--- src/rtl/adci_pkg.sv ---
// rtl/adci_pkg.sv - shared constants, edge codes and state encodings for the ADC responder
package adci_pkg;

    localparam int DEF_BYTE_W      = 8;
    localparam int DEF_FRAME_LEN   = 16;
    localparam int DEF_LEAD_ZEROS  = 5;
    localparam int DEF_SYNC_STAGES = 2;

    // Bit counters must reach FRAME_LEN, so five bits are enough
    localparam int CNT_W = 5;

    // Control bit that selects the channel for the following frame
    localparam int ADD0_BIT = 3;

    // Chip-select levels as seen on CSN
    localparam logic CS_ASSERT   = 1'b0;
    localparam logic CS_DEASSERT = 1'b1;

    // Edge codes over a {previous, current} level history
    typedef enum logic [1:0] {
        NOEDGE  = 2'b00,
        RISING  = 2'b01,
        FALLING = 2'b10
    } edge_e;

    typedef enum logic [1:0] {
        ST_IDLE   = 2'b00,
        ST_LOAD   = 2'b01,
        ST_ACTIVE = 2'b10,
        ST_DONE   = 2'b11
    } state_e;

endpackage

--- src/rtl/adci_sync_edge.sv ---
// rtl/adci_sync_edge.sv - multi-flop synchronizer with rising/falling edge pulses
module adci_sync_edge
    import adci_pkg::*;
#(
    parameter int   STAGES    = DEF_SYNC_STAGES,
    parameter logic RESET_VAL = 1'b0
) (
    input  logic sys_clk,
    input  logic rst_n,
    input  logic async_in,
    output logic level,
    output logic rise,
    output logic fall
);

    logic [STAGES-1:0] sync_q;
    logic              prev_q;
    logic [1:0]        hist;

    // Synchronizer chain plus one history flop for edge detection
    always_ff @(posedge sys_clk or negedge rst_n) begin
        if (!rst_n) begin
            sync_q <= {STAGES{RESET_VAL}};
            prev_q <= RESET_VAL;
        end else begin
            sync_q <= {sync_q[STAGES-2:0], async_in};
            prev_q <= sync_q[STAGES-1];
        end
    end

    assign level = sync_q[STAGES-1];
    assign hist  = {prev_q, level};
    assign rise  = (hist == RISING);
    assign fall  = (hist == FALLING);

endmodule

--- src/rtl/adci_responder.sv ---
// rtl/adci_responder.sv - ADC082S101-style SPI responder returning host-supplied samples
module adci_responder
    import adci_pkg::*;
#(
    parameter int BYTE_W      = DEF_BYTE_W,
    parameter int FRAME_LEN   = DEF_FRAME_LEN,
    parameter int LEAD_ZEROS  = DEF_LEAD_ZEROS,
    parameter int SYNC_STAGES = DEF_SYNC_STAGES
) (
    input  logic              sys_clk,
    input  logic              rst_n,
    input  logic              CSN,
    input  logic              SCK,
    input  logic              SDI,
    output logic              SDO,
    input  logic [BYTE_W-1:0] ch0_data,
    input  logic [BYTE_W-1:0] ch1_data,
    output logic              smp_strobe,
    output logic              smp_chan,
    output logic [BYTE_W-1:0] ctrl_word,
    output logic              ctrl_valid,
    output logic              frame_err,
    output logic              busy
);

    localparam int               TAIL_ZEROS = FRAME_LEN - LEAD_ZEROS - BYTE_W;
    localparam logic [CNT_W-1:0] LAST_RISE  = CNT_W'(FRAME_LEN - 1);
    localparam logic [CNT_W-1:0] FALL_SAT   = CNT_W'(FRAME_LEN);
    localparam logic [CNT_W-1:0] CTRL_RISES = CNT_W'(BYTE_W);

    logic csn_level, csn_rise, csn_fall;
    logic sck_rise, sck_fall, unused_sck_level;
    logic sdi_level, unused_sdi_rise, unused_sdi_fall;

    state_e               state_q, state_d;
    logic                 abort;
    logic [CNT_W-1:0]     rise_cnt, fall_cnt;
    logic [FRAME_LEN-1:0] tx_sr;
    logic [BYTE_W-1:0]    ctrl_sr;
    logic                 sel_chan;

    // CSN idles deasserted and SCK idles high, so neither fakes an edge out of reset
    adci_sync_edge #(.STAGES(SYNC_STAGES), .RESET_VAL(CS_DEASSERT)) u_sync_csn (
        .sys_clk(sys_clk), .rst_n(rst_n), .async_in(CSN),
        .level(csn_level), .rise(csn_rise), .fall(csn_fall)
    );

    adci_sync_edge #(.STAGES(SYNC_STAGES), .RESET_VAL(1'b1)) u_sync_sck (
        .sys_clk(sys_clk), .rst_n(rst_n), .async_in(SCK),
        .level(unused_sck_level), .rise(sck_rise), .fall(sck_fall)
    );

    adci_sync_edge #(.STAGES(SYNC_STAGES), .RESET_VAL(1'b0)) u_sync_sdi (
        .sys_clk(sys_clk), .rst_n(rst_n), .async_in(SDI),
        .level(sdi_level), .rise(unused_sdi_rise), .fall(unused_sdi_fall)
    );

    // State register
    always_ff @(posedge sys_clk or negedge rst_n) begin
        if (!rst_n) state_q <= ST_IDLE;
        else        state_q <= state_d;
    end

    // Next state; a CSN release together with the last rising edge still completes the frame
    always_comb begin
        state_d = state_q;
        abort   = 1'b0;
        case (state_q)
            ST_IDLE: begin
                if (csn_fall) state_d = ST_LOAD;
            end
            ST_LOAD: begin
                if (csn_rise) begin
                    abort   = 1'b1;
                    state_d = ST_IDLE;
                end else begin
                    state_d = ST_ACTIVE;
                end
            end
            ST_ACTIVE: begin
                if (sck_rise && rise_cnt == LAST_RISE) begin
                    state_d = ST_DONE;
                end else if (csn_rise) begin
                    abort   = 1'b1;
                    state_d = ST_IDLE;
                end
            end
            ST_DONE: begin
                state_d = (csn_level == CS_ASSERT) ? ST_LOAD : ST_IDLE;
            end
            default: state_d = ST_IDLE;
        endcase
    end

    // Frame datapath: sample latch, bit shifting, control capture and status pulses
    always_ff @(posedge sys_clk or negedge rst_n) begin
        if (!rst_n) begin
            SDO        <= 1'b0;
            smp_strobe <= 1'b0;
            smp_chan   <= 1'b0;
            ctrl_word  <= '0;
            ctrl_valid <= 1'b0;
            frame_err  <= 1'b0;
            rise_cnt   <= '0;
            fall_cnt   <= '0;
            tx_sr      <= '0;
            ctrl_sr    <= '0;
            sel_chan   <= 1'b0;
        end else begin
            smp_strobe <= 1'b0;
            ctrl_valid <= 1'b0;
            frame_err  <= abort;
            case (state_q)
                ST_LOAD: begin
                    tx_sr      <= {{LEAD_ZEROS{1'b0}}, (sel_chan ? ch1_data : ch0_data),
                                   {TAIL_ZEROS{1'b0}}};
                    smp_strobe <= 1'b1;
                    smp_chan   <= sel_chan;
                    rise_cnt   <= '0;
                    fall_cnt   <= '0;
                    SDO        <= 1'b0;
                end
                ST_ACTIVE: begin
                    if (sck_fall) begin
                        if (fall_cnt != FALL_SAT) begin
                            SDO      <= tx_sr[FRAME_LEN-1];
                            tx_sr    <= tx_sr << 1;
                            fall_cnt <= fall_cnt + 1'b1;
                        end else begin
                            SDO <= 1'b0;
                        end
                    end
                    if (sck_rise) begin
                        rise_cnt <= rise_cnt + 1'b1;
                        if (rise_cnt < CTRL_RISES) ctrl_sr <= {ctrl_sr[BYTE_W-2:0], sdi_level};
                    end
                    if (abort) SDO <= 1'b0;
                end
                ST_DONE: begin
                    ctrl_word  <= ctrl_sr;
                    ctrl_valid <= 1'b1;
                    sel_chan   <= ctrl_sr[ADD0_BIT];
                end
                default: SDO <= 1'b0;
            endcase
        end
    end

    assign busy = (state_q != ST_IDLE);

endmodule

--- config.mk ---
export PLATFORM = sky130hd
export DESIGN_NAME = adci_responder
export DESIGN_NICKNAME = d
export VERILOG_FILES = /design/src/rtl/adci_pkg.sv /design/src/rtl/adci_sync_edge.sv /design/src/rtl/adci_responder.sv
export SDC_FILE = /design/constraint.sdc
export NUM_CORES = 1
export LEC_CHECK = 0
export CORE_MARGIN = 10
export CORE_UTILIZATION = 42
export CTS_BUF_LIST = sky130_fd_sc_hd__clkbuf_8
export CTS_CLUSTER_SIZE = 16
export DETAILED_ROUTE_END_ITERATION = 16
export PLACE_DENSITY_LB_ADDON = 0.3
export SLEW_MARGIN = 15
export SYNTH_ARGS = -nofsm -noshare
export SYNTH_HDL_FRONTEND = slang
export SYNTH_HIERARCHICAL = 1
export SYNTH_SLANG_ARGS = --single-unit
--- constraint.sdc ---
create_clock -name sys_clk -period 1.85 [get_ports sys_clk]
set_input_delay 0.37 -clock sys_clk [delete_from_list [all_inputs] [get_ports sys_clk]]
set_output_delay 0.37 -clock sys_clk [all_outputs]
set_load 0.01 [all_outputs]
======== Word level (Yosys, flattened, before mapping) ========
Cells that the tools add are included.
word-level totals
  register bits ........................... 58
  input bits .............................. 21
  output and inout port bits .............. 14
  logic and storage cells ................. 69
cells by class
  $add $sub $neg .......................... 2
  order comparisons ....................... 1
  equality and inequality tests ........... 15
  muxes and demuxes ....................... 24
  bitwise gates (word level) .............. 1
  reduce and logical (&&, ||, !) cells .... 9
operators with widths
  cell                                                                          number
  16-bit two-way mux                                                            2
  16-bit one-hot mux with 2 select lines                                        1
  5-bit one-hot mux with 2 select lines                                         2
  5-bit two-way mux                                                             3
  5-bit by 1-bit adder with 5-bit output, second input constant                 2
  2-bit equality test, second input constant                                    4
  1-bit two-way mux                                                             8
  2-bit two-way mux                                                             4
  8-bit two-way mux                                                             1
  2-bit inequality test, second input constant                                  4
  2-bit one-hot mux with 4 select lines                                         1
  2-bit by 1-bit equality test with 1-bit output, second input constant         3
  3-bit inequality test, second input constant                                  2
  2-bit AND reduction                                                           3
  3-bit AND reduction                                                           2
  5-bit by 4-bit equality test with 1-bit output, second input constant         1
  5-bit by 4-bit less-than comparator with 1-bit output, second input constant  1
  5-bit inequality test, second input constant                                  1
  1-bit one-hot mux with 2 select lines                                         2
  2-bit nonzero test                                                            2
  2-bit logical NOT                                                             1
  1-bit logical AND                                                             1
  1-bit NOT                                                                     1

======== Longest topological paths before layout ========
Gate-level depths: netlist of the first run.
  word-level depth ........................ 6
  depth in mapped cells ................... 7
  mapped depth without buffers ............ 7

======== Cells and area by module ========
Netlist of the first run, hierarchy kept.
modules (own cells, without submodules)
  module                           instances  cells an instance  area an instance (µm²)  seq. area each (µm²)
  adci_responder                   1          204                2,336.0                 1,151.1
  adci_sync_edge (u_sync_csn ...)  2          5                  93.8                    78.8
  adci_sync_edge (u_sync_sdi)      1          5                  90.1                    75.1

======== Worst setup path before layout of the first run ========
Ideal clock, no wire load.
  kind .................................... register to register
  start ................................... register rise_cnt[0]
  end ..................................... register state_q[0]
  library setup time ...................... 0.125 ns
  arrival time ............................ 1.620 ns
  required time ........................... 1.725 ns
  setup slack ............................. 0.105 ns
  cell stages (with the launch flop) ...... 8
  buffers on the path ..................... 0
  period minus slack after synthesis ...... 1.745 ns
  cell sequence ........................... dfrtp_1 -> ha_1 -> and3_1 -> ha_1 -> nand2_1 -> nand2_1 -> o22ai_1 -> mux2_2
on the way
  word-level cells in the longest chain between the ends .. 4
  elaborated cells between the ends (all ways) .. 6
ends and longest elaborated chain
  what                                                                                 line                   RTL
  from (decl)                                                                          adci_responder.sv:37   logic [CNT_W-1:0] rise_cnt, fall_cnt;
  from (signal assigned)                                                               adci_responder.sv:134  rise_cnt <= rise_cnt + 1'b1;
  5-bit by 4-bit equality test with 1-bit output (*)                                   adci_responder.sv:81   if (sck_rise && rise_cnt == LAST_RISE) begin
  1-bit logical AND (*)                                                                adci_responder.sv:81
  2-bit two-way mux / 3-bit inequality test (equally long branches)                    --
  2-bit one-hot mux with 4 select lines / 2-bit AND reduction (equally long branches)  --
  to (signal assigned)                                                                 adci_responder.sv:61   else state_q <= state_d;
  to (decl)                                                                            adci_responder.sv:35   state_e state_q, state_d;
Mark *: on every way between the ends. The rest lies on a longest branch, timed or not.
A chain may end at the register's enable or synchronous reset.

======== Worst setup path in the final report of the first run ========
  start ................................... register rise_cnt[1]
  end ..................................... register state_q[0]
Same word-level chain as after synthesis.

==> results of run 1 <==
[final timing paths]
path / startpoint / endpoint / slack, ns / depth (start not counted)
worst max-delay path: rise_cnt[1] / state_q[0] / 0.09 / 7
worst min-delay path: rst_n / ctrl_sr[1] / 0.01 / 1
worst max register to register: rise_cnt[1] / state_q[0] / 0.09 / 7
worst min register to register: u_sync_sck/sync_q[0] / u_sync_sck/sync_q[1] / 0.36 / 0
max in group asynchronous: rst_n / u_sync_sck/sync_q[1] / 1.24 / 2
min in group sys_clk: u_sync_sck/sync_q[0] / u_sync_sck/sync_q[1] / 0.36 / 0
[cell type report]
type | count | share of cell area
flip-flops and latches | 54 | 0.4320
multi-input cells | 140 | 0.3508
repair buffers | 47 | 0.1452
well taps | 75 | 0.02983
clock buffers | 5 | 0.02188
inverters | 10 | 0.01193
clock inverters | 3 | 0.008353
[flip-flops by register name, indices dropped and copies added (netlist names), 2 cells and up]
| register | flops |
|---|---|
| u_sync_sdi/sync_q | 2 |
| ctrl_sr | 8 |
| ctrl_word | 8 |
| tx_sr | 13 |
| state_q | 2 |
| fall_cnt | 5 |
| u_sync_csn/sync_q | 2 |
| u_sync_sck/sync_q | 2 |
| rise_cnt | 5 |
[critical path, stage by stage, from the launching register on]
cell	delay [ns]
dfrtp_1	0.43
ha_2	0.19
and3_1	0.18
ha_1	0.20
nand2_2	0.09
nand2_1	0.07
o22ai_2	0.14
mux2_2	0.36
[stage by stage]
step | power (W) | utilization | cells | setup WS, ns | setup TNS (ns)
after floorplan | 0.002380 | - | 216 | 0.1051 | 0
after global placement | 0.002771 | 0.5110 | 324 | 0.08330 | 0
after detailed placement | 0.002810 | 0.5110 | 324 | 0.03346 | 0
after CTS | 0.003541 | 0.5294 | 334 | 0.003055 | 0
after global routing | 0.003745 | 0.5313 | 334 | -0.007897 | -0.007897
final | 0.003506 | 0.5313 | 334 | 0.09251 | 0
[power by group through the flow]
stage,clock [W],sequential [W],combinational (W)
floorplan,0,0.00154,0.000838
global placement,0,0.00153,0.00124
detailed placement,0,0.00155,0.00126
CTS,0.000727,0.00152,0.00130
global route,0.000766,0.00155,0.00143
finish,0.000703,0.00151,0.00129
[layer usage]
layer,wire (µm),track usage
met3,251,0.03524
met4,51,0.03638
met5,0,0
met1,2304,0.1268
met2,2381,0.1735
[what timing repair did]
action / 4_1_cts / 5_1_grt
setup endpoints to repair: 1 / 2
hold endpoints to repair: 0 / 0
pin swaps: 0 / 1
resized for setup: 1 / 3
buffers inserted: 2 / 0
==> metrics.txt, run 1 <==
status=finished clean; insertion delay to the later sink of the worst-skew pair=0.32 ns; pwr/cell area=1114 nW/µm²; maxcap violations=0; die height=98.28 µm; CTS clock-pin slew for the worst setup and hold paths=0.11 ns; antenna violations before repair=0; relative slew slack=0.6325; Syn Inst Count=216; number of diodes=0; vias in the first global route=1,836; grt total ovfl=0; clock network power share=0.201; final net count=288; Hold WS=0.01092 ns; initial DRC count=63; DP HPWL=3601 µm; clock root buffer=clkbuf_8; area post-placement=3025 µm²; total vias in the final route=1,727; core area=5921 µm²; Synth warnings=6; Critical Path AT=1.96 ns; final hold violations=0; period utilisation layout=0.9500; critical path class=flop to flop; WL/cell=14.94 µm; CP Capture Type=flop; min cycle time layout=1.757 ns; Filler cells=510; Critical Path Start Type=flop; most common library cell in the layout ignoring fill and taps=dfrtp_1; Starting Density=0.4347; register area=1359 µm²; syn avg cell area=11.92 µm²; DR pass1 iterations=4; routability cong.=0.8018; Post-DRT Antenna Nets=0; GRT Total Usage=0.1059; Worst Skew=0.01105 ns; most frequent cells in the layout=48 x dfrtp_1, 32 x clkdlybuf4s50_1, 28 x nand2_1; Combinational Power Share=0.367; routed wire length=4990 µm; Die Area=9659 µm²; port bufs=34; Die Span X=98.28 µm; internal power=0.002306 W; IO Pins=35; CTS tree=done; mapped cell area=2574 µm²; Hold/Removal Path Class=input pin to async pin; Lkg Pwr=1.372 nW; H-tree level count=2; DRC=0; clk sinks=54; Psw=0.001199 W; Layout Area Growth over Synthesis=22.22%; CTS Hold Bufs=0; share of power burned in registers=0.432; VDD IR max=665.9 µV; Sw Ratio=0.3421; CTS buffer count=5; Synthesized Nets=246; Least-Margin Pin Slew=0.5513 ns; Bufs on Longest Clock Path=2; global-route wire length before repair=8666 µm; multi-input logic area=1104 µm²; max-slew violations=0; largest net degree at the start of global routing=26; final setup violating endpoints=0; Cell Rows=28; CP Data Required Time=2.05 ns; fmax=569.0 MHz; crit path max fanout=4; vias per cell=5.171; proportion of layout cells with a drive suffix above 1=0.2355; final instance area=3146 µm²
Note: power is estimated with default switching activity, not from simulation.
==> inputs of run 2 (changes only) <==
--- a/config.mk
+++ b/config.mk
@@ -10,8 +10,9 @@
 export CTS_BUF_LIST = sky130_fd_sc_hd__clkbuf_8
 export CTS_CLUSTER_SIZE = 16
 export DETAILED_ROUTE_END_ITERATION = 16
+export HOLD_SLACK_MARGIN = 0.05
 export PLACE_DENSITY_LB_ADDON = 0.3
-export SLEW_MARGIN = 15
+export SLEW_MARGIN = 20
 export SYNTH_ARGS = -nofsm -noshare
 export SYNTH_HDL_FRONTEND = slang
 export SYNTH_HIERARCHICAL = 1
==> metrics.txt, run 2 (synthesis results as in run 1) <==
pwr/cell area=1109 nW/µm²; Least-Margin Pin Slew=0.5523 ns; final instance area=3156 µm²; Finished Layout Cells=335; Layout Area Growth over Synthesis=22.61%; Filler cells=510; fmax=569.6 MHz; register bank with the most flops=tx_sr; Critical Path AT=1.96 ns; vias in the first global route=1,845; min cycle time layout=1.756 ns; crit path max fanout=4; Min-Delay Endpoint=u_sync_sck/sync_q[1]; Psw=0.001193 W; maxcap violations=0; DRC=0; CP Data Required Time=2.05 ns; worst reg2reg setup slack=0.09 ns; routed wire length=4968 µm; R2R Path Start=rise_cnt[1]; Cell Rows=28; Placed Instances=324; Largest register FFs=13; Die Span X=98.28 µm; GRT Total Usage=0.1059; total vias in the final route=1,732; antenna violations before repair=0; clock root buffer=clkbuf_8; insertion delay to the later sink of the worst-skew pair=0.32 ns; most frequent cells in the layout=48 x dfrtp_1, 32 x clkdlybuf4s50_1, 28 x nand2_1; VDD IR max=663.8 µV; share of power burned in registers=0.433; routability cong.=0.8018; worst setup path start=rise_cnt[1]; H-tree level count=2; internal power=0.002307 W; CP Capture Type=flop; WL/cell=14.83 µm; port bufs=34; Lkg Pwr=1.376 nW; clock network power share=0.200; grt total ovfl=0; status=finished clean; global-route wire length before repair=8666 µm; Hold/Removal Path Class=flop to flop; relative slew slack=0.6318; DP HPWL=3601 µm; proportion of layout cells with a drive suffix above 1=0.2346; top flop regs=tx_sr x13, ctrl_sr x8, ctrl_word x8; CTS buffer count=5; Hold Path Origin=u_sync_sck/sync_q[0]; DR pass1 iterations=4; Starting Density=0.4347; die height=98.28 µm; CTS clock-pin slew for the worst setup and hold paths=0.11 ns; number of diodes=0; hold-critical path depth=0; CTS tree=done; Sw Ratio=0.3408; final net count=289; worst slack, placed=0.03346 ns; Hold WS=0.3640 ns; clk sinks=54; final setup violating endpoints=0; Post-DRT Antenna Nets=0; vias per cell=5.170; period utilisation layout=0.9489; core area=5921 µm²; Bufs on Longest Clock Path=2; reg2reg path depth=7; largest net degree at the start of global routing=26; critical path class=flop to flop; Combinational Power Share=0.367; area post-placement=3025 µm²; Die Area=9659 µm²; initial DRC count=68; final worst slack=0.09448 ns; IO Pins=35; FF-to-FF End=state_q[0]; final hold violations=0; max-slew violations=0; Critical Path Start Type=flop; most common library cell in the layout ignoring fill and taps=dfrtp_1; Worst Skew=0.01032 ns
run 2: cell count changes in the layout (fill, tap and decap cells not counted), sizes merged:
cell | before | now
dlygate4sd3 | 0 | 1
run 2: layout make-up:
cell class              instances  area [µm²]  area share
well taps                      75       93.84     0.02974
clock inverters                 3       26.28    0.008327
multi-input cells             140        1104      0.3497
inverters                      10       37.54     0.01190
clock buffers                   5       68.82     0.02181
repair buffers                 48       466.7      0.1479
flip-flops and latches         54        1359      0.4306
run 2: worst max-delay path, stage by stage (launching register included):
cell,delay (ns)
dfrtp_1,0.43
ha_2,0.19
and3_1,0.18
ha_1,0.20
nand2_2,0.09
nand2_1,0.07
o22ai_2,0.14
mux2_2,0.36
run 2: worst max-delay path by stage:
stage                 endpoint  cells past startpoint
floorplan           state_q[0]                      7
global placement    state_q[0]                      7
detailed placement  state_q[0]                      7
CTS                 state_q[0]                      7
global route        state_q[0]                      7
finish              state_q[0]                      7
run 2: metrics by stage:
| step | total power (W) | TNS (ns) | utilization |
|---|---|---|---|
| floorplan | 0.002380 | 0 | - |
| global placement | 0.002771 | 0 | 0.5110 |
| detailed placement | 0.002810 | 0 | 0.5110 |
| CTS | 0.003542 | 0 | 0.5311 |
| global route | 0.003747 | -0.007897 | 0.5330 |
| finish | 0.003501 | 0 | 0.5330 |
run 2: routing by layer:
metal  global-route usage  part of all wire  up-vias  routed length, µm
li1                     -                 -      852                  -
met1               0.1268              0.46      854               2285
met2               0.1735              0.48       21               2379
met3              0.03524             0.051        5                251
met4              0.03638             0.010        0                 51
met5                    0                 0        -                  0
run 2: timing repair:
action / in CTS / in global routing
setup buffers: 2 / 0
pin swaps: 0 / 1
hold buffers: 1 / 0
endpoints found under the hold margin: 18 / 0
gates resized for setup: 1 / 3
endpoints found under the setup margin: 1 / 2
run 2: power groups by stage:
stage	Combinational [W]	Clock [W]	Sequential, W
global route	0.00143	0.000766	0.00155
detailed placement	0.00126	0	0.00155
floorplan	0.000838	0	0.00154
CTS	0.00130	0.000727	0.00152
finish	0.00129	0.000699	0.00151
global placement	0.00124	0	0.00153
==> inputs of run 3 (changes only) <==
==> constraint.sdc (replaced) <==
create_clock -name sys_clk -period 1.85 [get_ports sys_clk]
set_input_delay 0.37 -clock sys_clk [delete_from_list [all_inputs] [get_ports sys_clk]]
set_output_delay 0.37 -clock sys_clk [all_outputs]
set_load 0.1 [all_outputs]
==> metrics.txt, run 3 (synthesis results as in run 1) <==
most frequent cells in the layout=48 x dfrtp_1, 28 x nand2_1, 19 x mux2_2, 19 x clkdlybuf4s50_1, 15 x buf_12; area post-placement=3153 µm²; VDD IR max=925.3 µV; fmax=576.2 MHz; most common library cell in the layout ignoring fill and taps=dfrtp_1; critical path, cell by cell=ha_1 -> and3_1 -> ha_1 -> nand2_2 -> nand2_1 -> o22ai_2 -> mux2_2; Worst Skew=0.005831 ns; Die Area=9659 µm²; initial DRC count=81; crit path max fanout=3; H-tree level count=2; max incr delay on CP=0.42 ns; final hold violations=0; top flop regs=tx_sr x13, ctrl_sr x8, ctrl_word x8; total vias in the final route=1,745; period utilisation layout=0.9381; maxcap violations=0; Die Span X=98.28 µm; WL/cell=15.21 µm; clock root buffer=clkbuf_8; Starting Density=0.4347; setup TNS=0 ns; WP buf/inv=0; core area=5921 µm²; Finished Layout Cells=331; antenna violations before repair=0; CTS tree=done; status=finished clean; Filler cells=501; final worst slack=0.1145 ns; clk sinks=54; largest net degree at the start of global routing=35; IO Pins=35; Bufs on Longest Clock Path=2; Placed Instances=321; number of diodes=0; grt total ovfl=0; Largest register FFs=13; register bank with the most flops=tx_sr; CP dominant cell by count=ha_1; routability cong.=0.7763; critical path class=flop to flop; worst slack, placed=0.07419 ns; global-route wire length before repair=8687 µm; max-slew violations=0; final net count=285; Top delay family on crit path=adder cells; insertion delay to the later sink of the worst-skew pair=0.31 ns; Critical Path AT=1.93 ns; Worst path slowest cell=dfrtp_1; die height=98.28 µm; DR pass1 iterations=4; Lkg Pwr=1.415 nW; final instance area=3256 µm²; CTS clock-pin slew for the worst setup and hold paths=0.09 ns; RSZ-0062 raised after global routing=false; Least-Margin Pin Slew=0.6095 ns; vias in the first global route=1,839; CP Capture Type=flop; final setup violating endpoints=0; vias per cell=5.272; proportion of layout cells with a drive suffix above 1=0.2852; relative slew slack=0.5937; Cell Rows=28; DP HPWL=3609 µm; CP Data Required Time=2.05 ns; Hold/Removal Path Class=flop to flop; GRT Total Usage=0.1071; Critical Path Start Type=flop; port bufs=34; post-layout util=0.5499; routed wire length=5036 µm; min cycle time layout=1.736 ns; DRC=0; Post-DRT Antenna Nets=0; CTS buffer count=5; Layout Area Growth over Synthesis=26.49%; pwr/cell area=1251 nW/µm²
-- run 3: layer usage --
metal / track usage / part of all wire / vias up
met1: 0.1251 / 0.46 / 862
li1: - / - / 838
met4: 0.04631 / 0.018 / 0
met5: 0 / 0 / -
met3: 0.03383 / 0.046 / 5
met2: 0.1760 / 0.47 / 40
-- run 3: metrics by stage --
stage	total power (W)	hold slack, ns
5_1_grt	0.004277	0.3635
6_report	0.004073	0.3599
2_1_floorplan	0.002861	0.07441
4_1_cts	0.004095	0.3608
3_3_place_gp	0.003406	0.3366
3_5_place_dp	0.003446	0.3465
-- run 3: timing repair --
action / CTS / global route
hold endpoints to repair: 16 / 0
setup buffers: 0 / 1
setup endpoints to repair: 0 / 2
hold buffers: 1 / 0
gates resized for setup: 0 / 1
-- run 3: worst paths after layout --
kind	cells past startpoint	to	start	slack [ns]
setup reg to reg	7	state_q[0]	rise_cnt[0]	0.11
setup / recovery	7	state_q[0]	rise_cnt[0]	0.11
hold / removal	0	u_sync_sck/sync_q[1]	u_sync_sck/sync_q[0]	0.36
min in group asynchronous	2	ctrl_word[6]	rst_n	0.55
hold reg to reg	0	u_sync_sck/sync_q[1]	u_sync_sck/sync_q[0]	0.36
max in group asynchronous	3	u_sync_sck/prev_q	rst_n	0.68
-- run 3: layout make-up --
cell class / count / area, µm² / area share
well taps: 75 / 93.84 / 0.02882
clock buffers: 5 / 68.82 / 0.02114
multi-input cells: 140 / 1114 / 0.3420
inverters: 10 / 41.29 / 0.01268
flip-flops and latches: 54 / 1359 / 0.4174
clock inverters: 3 / 13.76 / 0.004228
repair buffers: 44 / 565.5 / 0.1737
-- run 3: where the power goes --
group / leakage [nW] / switching [W] / internal, W / total (W)
logic: 0.668 / 0.00110 / 0.000767 / 0.00186
registers: 0.698 / 0.000167 / 0.00140 / 0.00157
clock network: 0.0491 / 0.000387 / 0.000258 / 0.000645
